--- src/rtl/sfla40_16x8bw16_pkg.sv ---
// Shared defaults and operation decode for the 16x8 binary CAM macro.
// Strobes are reduced to a single operation with FLUSH > WR > RD > CMP priority.
package sfla40_16x8bw16_pkg;

  localparam int DEF_WORDS  = 16;
  localparam int DEF_BITS   = 8;
  localparam int DEF_ADDR_W = 4;
  localparam int DEF_BANKS  = 1;

  typedef enum logic [2:0] {
    OP_NOP,
    OP_FLUSH,
    OP_WR,
    OP_RD,
    OP_CMP
  } op_e;

  // Lower-priority strobes asserted together with a higher one are dropped.
  function automatic op_e op_decode(input logic cs, input logic flush,
                                    input logic wr, input logic rd,
                                    input logic cmp);
    op_e op;
    op = OP_NOP;
    if (cs) begin
      if (flush)    op = OP_FLUSH;
      else if (wr)  op = OP_WR;
      else if (rd)  op = OP_RD;
      else if (cmp) op = OP_CMP;
    end
    return op;
  endfunction

endpackage

--- src/rtl/sfla40_16x8bw16_row.sv ---
// One CAM word: data storage, valid bit and masked-compare match term.
// Data is never reset; only the valid bit is cleared by reset or flush.
import sfla40_16x8bw16_pkg::*;

module sfla40_16x8bw16_row #(
  parameter int BITS = DEF_BITS
) (
  input  logic            clk,
  input  logic            rst_n,
  input  logic            flush,
  input  logic            we,
  input  logic            wr_dcs,
  input  logic            wr_vbe,
  input  logic [BITS-1:0] wr_data,
  input  logic [BITS-1:0] wr_mask,
  input  logic            wr_vbi,
  input  logic [BITS-1:0] key,
  input  logic [BITS-1:0] key_mask,
  input  logic            bank_dis,
  output logic [BITS-1:0] data,
  output logic            valid,
  output logic            match
);

  logic [BITS-1:0] data_q, data_d;
  logic            valid_q, valid_d;

  always_comb begin
    data_d  = data_q;
    valid_d = valid_q;
    if (flush) begin
      valid_d = 1'b0;
    end else if (we) begin
      if (wr_dcs) data_d = (data_q & ~wr_mask) | (wr_data & wr_mask);
      if (wr_vbe) valid_d = wr_vbi;
    end
  end

  always_ff @(posedge clk) data_q <= data_d;

  always_ff @(posedge clk) begin
    if (!rst_n) valid_q <= 1'b0;
    else        valid_q <= valid_d;
  end

  assign data  = data_q;
  assign valid = valid_q;
  assign match = valid_q & ~(|((data_q ^ key) & key_mask)) & ~bank_dis;

endmodule

--- src/rtl/sfla40_16x8bw16.sv ---
// 16x8 binary CAM: masked write, read, masked compare with per-word hit
// vector, single-cycle flush. All outputs are registered and hold when idle.
import sfla40_16x8bw16_pkg::*;

module sfla40_16x8bw16 #(
  parameter int WORDS  = DEF_WORDS,
  parameter int BITS   = DEF_BITS,
  parameter int ADDR_W = DEF_ADDR_W,
  parameter int BANKS  = DEF_BANKS
) (
  input  logic              clk,
  input  logic              rst_n,
  input  logic              CS,
  input  logic              FLUSH,
  input  logic              VBE,
  input  logic              DCS,
  input  logic              WR,
  input  logic              RD,
  input  logic              CMP,
  input  logic [BITS-1:0]   DI,
  input  logic [BITS-1:0]   MSKB,
  input  logic              VBI,
  input  logic [ADDR_W-1:0] A,
  input  logic [BANKS-1:0]  CBE,
  output logic [BITS-1:0]   DO,
  output logic              VBO,
  output logic              HIT,
  output logic [WORDS-1:0]  HITLINE
);

  op_e                         op;
  logic                        a_ok;
  logic [WORDS-1:0]            row_we;
  logic [WORDS-1:0][BITS-1:0]  row_data;
  logic [WORDS-1:0]            row_valid;
  logic [WORDS-1:0]            row_match;

  logic [BITS-1:0]  do_q, do_d;
  logic             vbo_q, vbo_d;
  logic             hit_q, hit_d;
  logic [WORDS-1:0] hitline_q, hitline_d;

  assign op   = op_decode(CS, FLUSH, WR, RD, CMP);
  assign a_ok = ({1'b0, A} < (ADDR_W+1)'(WORDS));

  // Reset gates writes so a write strobe during reset leaves data untouched.
  genvar gi;
  generate
    for (gi = 0; gi < WORDS; gi++) begin : g_row
      localparam int BK = (gi * BANKS) / WORDS;
      assign row_we[gi] = rst_n && (op == OP_WR) && a_ok && (A == ADDR_W'(gi));
      sfla40_16x8bw16_row #(.BITS(BITS)) u_row (
        .clk      (clk),
        .rst_n    (rst_n),
        .flush    (op == OP_FLUSH),
        .we       (row_we[gi]),
        .wr_dcs   (DCS),
        .wr_vbe   (VBE),
        .wr_data  (DI),
        .wr_mask  (MSKB),
        .wr_vbi   (VBI),
        .key      (DI),
        .key_mask (MSKB),
        .bank_dis (CBE[BK]),
        .data     (row_data[gi]),
        .valid    (row_valid[gi]),
        .match    (row_match[gi])
      );
    end
  endgenerate

  always_comb begin
    do_d      = do_q;
    vbo_d     = vbo_q;
    hit_d     = hit_q;
    hitline_d = hitline_q;
    case (op)
      OP_RD: begin
        if (DCS) do_d  = a_ok ? row_data[A]  : '0;
        if (VBE) vbo_d = a_ok ? row_valid[A] : 1'b0;
      end
      OP_CMP: begin
        hitline_d = row_match;
        hit_d     = |row_match;
      end
      default: ;
    endcase
  end

  always_ff @(posedge clk) begin
    if (!rst_n) begin
      do_q      <= '0;
      vbo_q     <= 1'b0;
      hit_q     <= 1'b0;
      hitline_q <= '0;
    end else begin
      do_q      <= do_d;
      vbo_q     <= vbo_d;
      hit_q     <= hit_d;
      hitline_q <= hitline_d;
    end
  end

  assign DO      = do_q;
  assign VBO     = vbo_q;
  assign HIT     = hit_q;
  assign HITLINE = hitline_q;

endmodule

--- config.mk ---
export PLATFORM = sky130hd
export DESIGN_NAME = sfla40_16x8bw16
export DESIGN_NICKNAME = d
export VERILOG_FILES = /design/src/rtl/sfla40_16x8bw16_pkg.sv /design/src/rtl/sfla40_16x8bw16_row.sv /design/src/rtl/sfla40_16x8bw16.sv
export SDC_FILE = /design/constraint.sdc
export NUM_CORES = 1
export LEC_CHECK = 0
export ABC_AREA = 1
export BUFFER_PORTS_ARGS = -buffer_cell sky130_fd_sc_hd__buf_2
export CAP_MARGIN = 20
export CORE_UTILIZATION = 60
export CTS_CLUSTER_DIAMETER = 30
export DETAILED_ROUTE_END_ITERATION = 7
export HOLD_SLACK_MARGIN = 0.02
export PLACE_DENSITY_LB_ADDON = 0.3
export SLEW_MARGIN = 20
export SYNTH_ARGS = -nofsm -noshare
export SYNTH_HDL_FRONTEND = slang
export SYNTH_SLANG_ARGS = --single-unit
--- constraint.sdc ---
create_clock -name clk -period 3.2 [get_ports clk]
set_input_delay 0.64 -clock clk [delete_from_list [all_inputs] [get_ports clk]]
set_output_delay 0.64 -clock clk [all_outputs]
set_load 0.01 [all_outputs]
======== After elaboration in Yosys (flattened, before gate mapping) ========
Index checks and enable logic that the tools add are counted.
operators by class
  $add $sub $neg .......................... 0
  $mul .................................... 0
  div/mod/pow operators ................... 0
  magnitude comparators ................... 1
  eq/ne operators ......................... 19
  shifts and indexed selects .............. 0
  muxes and demuxes ....................... 9
  bitwise logic cells ..................... 117
  reductions and logical operators ........ 70
operators by type and width
  cell                                                                    count
  8-bit bitwise AND                                                       33
  8-bit OR                                                                16
  8-bit OR reduction                                                      16
  8-bit bitwise XOR                                                       16
  3-bit AND reduction                                                     16
  2-bit AND reduction                                                     18
  1-bit bitwise AND                                                       32
  8-bit binary-select mux with 4-bit select                               1
  4-bit equality test (second input constant)                             8
  1-bit NOT                                                               19
  1-bit logical AND                                                       17
  4-bit by 3-bit equality test with 1-bit output (second input constant)  4
  16-bit OR reduction                                                     1
  3-bit two-way mux                                                       5
  4-bit by 2-bit equality test with 1-bit output (second input constant)  2
  8-bit two-way mux                                                       1
  8-bit NOT                                                               1
  3-bit by 2-bit equality test with 1-bit output (second input constant)  2
  4-bit by 5-bit < comparator with 1-bit output (second input constant)   1
  1-bit binary-select mux with 4-bit select                               1
  4-bit by 1-bit equality test with 1-bit output (second input constant)  1
  4-bit logical NOT                                                       1
  3-bit by 1-bit equality test with 1-bit output (second input constant)  1
  3-bit equality test (second input constant)                             1
  2 further kinds                                                         2
word-level totals
  bits in registers ....................... 170
  latch bits .............................. 0
  bits in writable memories ............... 0
  ROM bits ................................ 0
  memories ................................ 0

======== Depth between registers and ports, before layout ========
Gate-level depths: netlist of the first run.
  word-level depth ........................ 9
  depth in mapped cells ................... 13
  mapped depth without buffers ............ 11

======== Cells and area by module ========
Synthesis of the first run repeated with hierarchy kept, for this count alone.
unflattened totals
  cells, all modules ...................... 1656
  area, all modules ....................... 10915.5 um^2
by module, submodules not included
  module               times used  cells an instance  area an instance (um^2)  seq. area each (um^2)
  sfla40_16x8bw16_row  16          70                 514.2                    260.2
  sfla40_16x8bw16      1           536                2687.6                   520.5

======== Worst setup path after synthesis of the first run ========
OpenSTA, ideal clock, no wires.
  path kind ............................... input-to-reg
  start point ............................. in RD
  end point ............................... reg (tool-made name)
  library setup time ...................... 0.300 ns
  arrival ................................. 1.659 ns
  path slack .............................. 1.241 ns
  cell stages on the path ................. 10
  cells stage by stage .................... inv_2 > nor2_1 > o21ai_2 > inv_1 > nand2_1 > nand2_1 > clkinv_2 > buf_12 > nand3_4 > nor2_1
RTL lines
  item                RTL line               source
  start: declaration  sfla40_16x8bw16.sv:18  input logic RD,

==> impl_metrics.toml, run 1 <==
[synthesis]
synth-edff-count = 128
synth_top_family_by_area = "simple AND/OR/NAND/NOR gates"
synth_area_um2 = 9975
synth.area.top_cells = "edfxtp_1, nand2_1, dfxtp_1"
syn_avg_cell_area_um2 = 7.787
synth_xor_area_share_pct = 0.2634
synth.largest_area_cell = "edfxtp_1"
synthSimpleGateAreaFrac_pct = 29.85
seq_area_frac_synth_pct = 46.96
yosysWarnings = 0
ys_types = 44
synth_mux_area_share_pct = 0
synth_cells = 1281
synthFlopType = "edfxtp_1"
netlist.area_leader.share_pct = 38.53
synth_adder_area_share_pct = 0
synth_compound_area_share_pct = 14.30
ys_seq_elements = 170
synthArstFlopShare_pct = 0
syn_nets = 1312

[pwr]
p_leak_nw = 4.698
design_power_total_w = 0.004984
power.density_nw_per_um2 = 455.5
vdd_drop_max_v = 0.0004038

[clock_network]
cts_setup_buffers = 0
path_clk_slew_ns = 0.06
cts_inserted_buffers = 17
clockBufferDepth = 2
holdBufCountCts = 0
htreeDepth = 4
cts.repair.resized = 0
root_buffer = "clkbuf_16"
clock-sinks = 170
cts_tree = "done"
insertion_delay_ns = 0.44

[layout]
layout_commonest_cell = "nand2_1"
fin_nets = 1341
area_delta_synth_final_pct = 9.709
drive_gt1_share_pct = 12.09
layout_common_cells = "nand2_1, nor2_1, edfxtp_1"
diodes = 0

[die]
die_area_um2 = 17140
start_util_pct = 62.12
die_h_um = 130.9
coreArea_um2 = 16060
ios = 57
rows = 46
dieWidth_um = 130.9

[critical_path]
crit_type = "primary input to flip-flop"
required_ns = 3.33
arrival_ns = 2.36
cp-end-kind = "flip-flop"
r2r_slack_ns = 1.47
path_max_fanout = 16
r2r-end = "HIT$_SDFFE_PN0N_"
r2r_cells = 10
start_kind = "primary input"

[drt]
routed_wl_mm = 32.79
vias = 9670
drt_iter0_markers = 1707
final_antenna_net_count = 0
drc = 0
firstDrtPassIters = 8
wl_per_cell_um = 21.30
via_per_inst = 6.283

[place]
place_hpwl_mm = 22.01
place_congestion = 0.9605
portBuffers = 56

[sta]
drv_slew = 0
setup-tns-final_ns = 0
min_period_ns = 2.233
fmax_mhz = 447.9
hold_violations = 0
setup_viol = 0
min_period_over_period_pct = 69.77
maxSlewHeadroom_pct = 41.86
tightest_slew_ns = 0.8711
grt_setup_unrepaired = "false"
clock_skew_ns = 0.01030

[global_routing]
grt-ovfl-total = 0
grt_pass1_wl_mm = 48.24
groute.usage.overall_pct = 39.59
grt_pass1_vias = 8510
grt_max_degree = 43
antenna_found_initial = 1

[worst_hold_path]
holdCritStartpoint = "HITLINE[15]$_SDFFE_PN0N_"
min_path_type = "flip-flop to flip-flop"
whs_path_depth = 2
whs_endpoint = "HITLINE[15]$_SDFFE_PN0N_"

[outcome]
status = "completed"

[job]
drv_cap = 0
power by group:
part / switching, W / internal, W
Clock: 0.000921 / 0.00114
Sequential: 0.00000421 / 0.00237
Combinational: 0.000417 / 0.000132
Total: 0.00134 / 0.00364
synth_stat cells (2+ instances only):
library cell	n
buf_2	34
dfxtp_1	42
nand2_2	2
clkinv_1	5
nor2_4	2
a41oi_1	3
inv_2	6
a21oi_1	62
clkbuf_1	25
inv_1	119
o21ai_0	100
nand2_1	284
buf_1	6
edfxtp_1	128
nand3_2	7
o22ai_1	36
nor2_8	6
nor2_1	222
a22o_1	2
o21ai_1	3
a211oi_1	8
a21boi_0	3
nand4_1	5
nand3_4	10
buf_4	2
a211oi_2	3
nor4_2	2
nand3_1	101
xnor2_1	3
nor3_1	9
buf_6	4
a22oi_1	19
a31oi_1	7
worst max path at each step:
stage,start,end,slack (ns),cells past startpoint
2_1_floorplan,RD,flip-flop,1.24,10
3_3_place_gp,RD,flip-flop,0.63,10
3_5_place_dp,RD,flip-flop,0.62,10
4_1_cts,RD,flip-flop,1.04,10
5_1_grt,RD,flip-flop,0.95,10
6_report,RD,flip-flop,0.97,10
worst max-delay path: stages:
cell and delay (ns):
buf_2 0.10, inv_2 0.06, nor2_1 0.06, o21ai_2 0.24
inv_1 0.07, nand2_1 0.07, nand2_1 0.07, clkinv_2 0.35
nand3_2 0.42, nor2_1 0.27
cell type report:
class	instances	area, um^2
fillers	1341	5115
well taps	216	270.3
repair buffers	82	475.5
inverters	131	493.0
clock inverters	11	81.33
clock buffers	21	503.0
flip-flops and latches	170	4684
multi-input cells	908	4436
layer usage:
layer	track usage (%)	vias up	wire (um)
met5	0	-	9
met4	26.37	2	2212
met3	9.161	140	4627
met2	57.92	756	13800
met1	52.58	4415	12140
li1	-	4357	-
logic make-up after synthesis:
kind of cell / after synthesis
AND/OR/NAND/NOR: 656
AO/OA/AOI/OAI: 249
flip-flops: 170
buffers and inverters: 203
XOR/XNOR: 3
through the flow:
stage | cell area [um^2] | setup WS (ns) | cells | util [%] | hold slack (ns)
6_report | 10940 | 0.9675 | 1539 | 68.15 | 0.4652
5_1_grt | 10940 | 0.9519 | 1539 | 68.15 | 0.5020
4_1_cts | 10940 | 1.044 | 1539 | 68.15 | 0.4672
3_5_place_dp | 10360 | 0.6167 | 1507 | 64.51 | 0.4572
3_3_place_gp | 10360 | 0.6288 | 1507 | 64.51 | 0.4527
2_1_floorplan | 9975 | 1.241 | 1281 | - | 0.4490
(Power assumes the default switching activity.)
==> run 2, diff against run 1 <==
--- a/config.mk
+++ b/config.mk
@@ -8,7 +8,7 @@
 export ABC_AREA = 1
 export BUFFER_PORTS_ARGS = -buffer_cell sky130_fd_sc_hd__buf_2
 export CAP_MARGIN = 20
-export CORE_UTILIZATION = 60
+export CORE_UTILIZATION = 56
 export CTS_CLUSTER_DIAMETER = 30
 export DETAILED_ROUTE_END_ITERATION = 7
 export HOLD_SLACK_MARGIN = 0.02
==> constraint.sdc (replaced) <==
create_clock -name clk -period 1.8 [get_ports clk]
set_input_delay 0.36 -clock clk [delete_from_list [all_inputs] [get_ports clk]]
set_output_delay 0.36 -clock clk [all_outputs]
set_load 0.01 [all_outputs]
==> run 2 against run 1 <==
  * Die area increased by 7.0%
  * Utilization increased by 1.9 points
  * Flip-flop and latch count unchanged
  * Count of clock-buffer cells in the layout unchanged
  * Via count increased by 4.0%
==> impl_metrics.toml, run 2 (synthesis gave the netlist of run 1 again) <==
[die]
start_util_pct = 57.47
die_h_um = 135.5
coreArea_um2 = 17360
rows = 48
ios = 57
dieWidth_um = 135.5
die_area_um2 = 18350

[critical_path]
required_ns = 2.13
path_max_fanout = 3
start_kind = "flip-flop"
cp-end-kind = "flip-flop"
arrival_ns = 2.02
crit_type = "flip-flop to flip-flop"

[pwr]
vdd_drop_max_v = 0.0007331
p_leak_nw = 5.402
pwr-share-clk_pct = 40.0
net-switching-power_w = 0.002429
power.density_nw_per_um2 = 745.8
switching_share_pct = 26.78
p_comb_share_pct = 13.4
internal_power_w = 0.006642
power_frac_seq_pct = 46.6

[global_routing]
antenna_found_initial = 1
grt_max_degree = 32
groute.usage.overall_pct = 38.44
grt-ovfl-total = 0
grt_pass1_vias = 9162
grt_pass1_wl_mm = 51.12

[layout]
area_delta_synth_final_pct = 21.93
instances_no_fill = 1677
layout_common_cells = "nand2_1, nor2_1, buf_4"
fillers = 1374
drive_gt1_share_pct = 19.83
fin_nets = 1470
diodes = 0
fin_util_pct = 70.07
layout_commonest_cell = "nand2_1"

[clock_network]
clockBufferDepth = 2
cts_setup_buffers = 0
cts_tree = "done"
clock-sinks = 170
root_buffer = "clkbuf_16"
cts.repair.resized = 0
path_clk_slew_ns = 0.07
holdBufCountCts = 0
cts_inserted_buffers = 17
insertion_delay_ns = 0.44
htreeDepth = 4

[sta]
min_period_over_period_pct = 93.75
fin_ws_ns = 0.1126
grt_setup_unrepaired = "false"
setup_viol = 0
clock_skew_ns = 0.008753
tightest_slew_ns = 0.4441
setup-tns-final_ns = 0
min_period_ns = 1.687
maxSlewHeadroom_pct = 70.08
fmax_mhz = 592.6
drv_slew = 0
hold_violations = 0

[drt]
drt_iter0_markers = 1373
drc = 0
via_per_inst = 5.997
vias = 10060
final_antenna_net_count = 0
firstDrtPassIters = 6
wl_per_cell_um = 20.34
routed_wl_mm = 34.11

[place]
portBuffers = 56
place_ws_ns = -0.1634
placed_cells_incl_taps = 1645
place_hpwl_mm = 24.87
place_congestion = 0.9795

[outcome]
status = "completed"

[worst_hold_path]
min_path_type = "primary input to flip-flop"

[job]
drv_cap = 0
[run 2: worst max-delay path: stages (launching register included)]
cell and delay, ns:
edfxtp_1 0.46, nand2_1 0.11, nand2_1 0.05, o21ai_0 0.18
buf_4 0.16, nor2_1 0.06, nand3_1 0.17, nand2_1 0.07
nor2_1 0.09, nand3_1 0.10, nor2_1 0.10, nor2_1 0.04
[run 2: path summary, 6_finish.rpt]
kind | from | end | slack (ns) | cells after the start
min reg2reg | HITLINE[15]$_SDFFE_PN0N_ | HITLINE[15]$_SDFFE_PN0N_ | 0.48 | 2
min | DI[3] | flip-flop | 0.19 | 1
max reg2reg | flip-flop | HIT$_SDFFE_PN0N_ | 0.11 | 11
max | flip-flop | HIT$_SDFFE_PN0N_ | 0.11 | 11
[run 2: layer usage]
metal | GRT usage [%] | wire (um) | up-vias
met5 | 0 | 0 | -
met4 | 21.91 | 1958 | 0
met3 | 10.55 | 4189 | 116
met2 | 58.86 | 15170 | 648
met1 | 48.93 | 12800 | 4684
li1 | - | - | 4609
[run 2: cell type report]
| class | instances | area, um^2 | share of cell area, % |
|---|---|---|---|
| clock buffer | 21 | 493.0 | 4.053 |
| timing repair buffer | 211 | 1694 | 13.93 |
| multi-input combinational | 908 | 4436 | 36.47 |
| inverter | 131 | 493.0 | 4.053 |
| clock inverter | 11 | 80.08 | 0.6584 |
| tap | 225 | 281.5 | 2.315 |
| sequential | 170 | 4684 | 38.52 |
[run 2: stage by stage]
step	hold WS, ns	total power (W)	instance area (um^2)
3_3_place_gp	0.4467	0.005464	11590
4_1_cts	0.1828	0.009034	12160
6_report	0.1856	0.009071	12160
5_1_grt	0.2013	0.009292	12160
3_5_place_dp	0.4630	0.005484	11590
2_1_floorplan	0.4490	0.004897	9975
[run 2: power groups by stage]
stage	clock, W	combinational (W)	sequential (W)
2_1_floorplan	0	0.000577	0.00432
3_3_place_gp	0	0.00115	0.00431
3_5_place_dp	0	0.00117	0.00431
4_1_cts	0.00363	0.00118	0.00423
5_1_grt	0.00378	0.00129	0.00423
6_report	0.00363	0.00122	0.00423
==> run 3, diff against run 2 <==
--- a/config.mk
+++ b/config.mk
@@ -12,7 +12,8 @@
 export CTS_CLUSTER_DIAMETER = 30
 export DETAILED_ROUTE_END_ITERATION = 7
 export HOLD_SLACK_MARGIN = 0.02
-export PLACE_DENSITY_LB_ADDON = 0.3
+export PLACE_DENSITY = 0.82
+export REMOVE_ABC_BUFFERS = 1
 export SLEW_MARGIN = 20
 export SYNTH_ARGS = -nofsm -noshare
 export SYNTH_HDL_FRONTEND = slang
==> run 3 against run 2 <==
  * Register-to-register slack got worse by 0.02 ns
  * Flip-flop and latch count did not move
  * Sequential power barely moved
==> impl_metrics.toml, run 3 (synthesis gave the netlist of run 1 again) <==
[sta]
hold_violations = 0
min_period_over_period_pct = 95.10
fmax_mhz = 584.2
min_period_ns = 1.712
grt_setup_unrepaired = "false"
fin_ws_ns = 0.08826
setup_viol = 0
drv_slew = 0
holdWs_ns = 0.1887
maxSlewHeadroom_pct = 63.65
clock_skew_ns = 0.007809
tightest_slew_ns = 0.5395

[drt]
firstDrtPassIters = 6
final_antenna_net_count = 0
vias = 10200
via_per_inst = 6.177
routed_wl_mm = 34.21
drt_iter0_markers = 1613
drc = 0
wl_per_cell_um = 20.71

[critical_path]
crit_family = "simple AND/OR/NAND/NOR gates"
slowest_stage = "edfxtp_1"
start_kind = "flip-flop"
required_ns = 2.18
path_cells = "inv_1 > nand2_1 > nand3_1 > nand2_1 > nor2_1 > nand3_1 > nand2_1 > nor2_1 > nand3_1 > nor2_1 > nor2_1"
cp-end-kind = "flip-flop"
cpPeakStageDelay_ns = 0.41
crit_type = "flip-flop to flip-flop"
path_max_fanout = 2
arrival_ns = 2.09
path_common_cell = "nor2_1"
critPathBufInv = 1

[place]
placed_cells_incl_taps = 1620
place_hpwl_mm = 24.44
portBuffers = 56
place_ws_ns = -0.1513
place_congestion = 0.9692

[global_routing]
grt_pass1_wl_mm = 51.99
grt_max_degree = 47
antenna_found_initial = 1
groute.usage.overall_pct = 38.65
grt-ovfl-total = 0
grt_pass1_vias = 9286

[pwr]
design_power_total_w = 0.009252
p_leak_nw = 5.282
power.density_nw_per_um2 = 767.7
vdd_drop_max_v = 0.0006102

[clock_network]
cts_tree = "done"
insertion_delay_ns = 0.44
cts.repair.resized = 0
htreeDepth = 4
holdBufCountCts = 0
cts_inserted_buffers = 17
cts_setup_buffers = 0
clockBufferDepth = 2
root_buffer = "clkbuf_16"
clock-sinks = 170
path_clk_slew_ns = 0.07

[layout]
layout_common_cells = "nand2_1, nor2_1, edfxtp_1"
fin_util_pct = 69.43
drive_gt1_share_pct = 18.43
layout_commonest_cell = "nand2_1"
area_delta_synth_final_pct = 20.82
fin_nets = 1445
diodes = 0
instances_no_fill = 1652

[outcome]
status = "completed"

[die]
coreArea_um2 = 17360
dieWidth_um = 135.5
ios = 57
die_area_um2 = 18350
die_h_um = 135.5
start_util_pct = 57.47
rows = 48

[job]
drv_cap = 0

[worst_hold_path]
min_path_type = "primary input to flip-flop"
==> run 3: cell types whose count changed in the layout (fill, tap and decap cells not counted), moves of 3 or more <==
cell	delta
buf_4	-29
clkinvlp_4	+6
inv_4	-6
buf_12	+4
bufinv_16	+3
==> run 3: final timing paths <==
path | from | to | slack, ns | depth (start not counted)
setup / recovery | flip-flop | HIT$_SDFFE_PN0N_ | 0.09 | 11
hold / removal | DI[1] | flip-flop | 0.19 | 1
setup reg to reg | flip-flop | HIT$_SDFFE_PN0N_ | 0.09 | 11
hold reg to reg | HITLINE[15]$_SDFFE_PN0N_ | HITLINE[15]$_SDFFE_PN0N_ | 0.47 | 2
==> run 3: power by group <==
part	leakage (nW)	internal [W]	switching (W)
combinational	3.52	0.000425	0.000781
clock	0.271	0.00219	0.00163
sequential	1.49	0.00422	0.00000750
==> run 3: worst reg2reg max path: stages (launching register included) <==
cell and delay, ns:
edfxtp_1 0.41, inv_1 0.10, nand2_1 0.06, nand3_1 0.07, nand2_1 0.06, nor2_1 0.38
nand3_1 0.23, nand2_1 0.10, nor2_1 0.05, nand3_1 0.06, nor2_1 0.05, nor2_1 0.07
==> run 3: final cells by class <==
cell class | count | area [um^2]
clock buffers | 18 | 429.2
clock inverters | 14 | 171.4
fillers | 1358 | 5305
inverters | 131 | 493.0
multi-input cells | 908 | 4436
flip-flops and latches | 170 | 4684
well taps | 225 | 281.5
repair buffers | 186 | 1556
==> run 3: through the flow <==
stage,cell area (um^2),setup TNS [ns]
2_1_floorplan,9608,-5.063
4_1_cts,12050,0
3_3_place_gp,11450,-2.611
3_5_place_dp,11450,-5.469
5_1_grt,12050,0
6_report,12050,0
==> run 3: per-layer routing <==
layer / global-route usage, % / up-vias / part of all wire (%)
met1: 50.79 / 4586 / 37
met4: 21.16 / 0 / 6.2
li1: - / 4563 / -
met3: 8.567 / 188 / 14
met2: 59.34 / 867 / 43
met5: 0 / - / 0
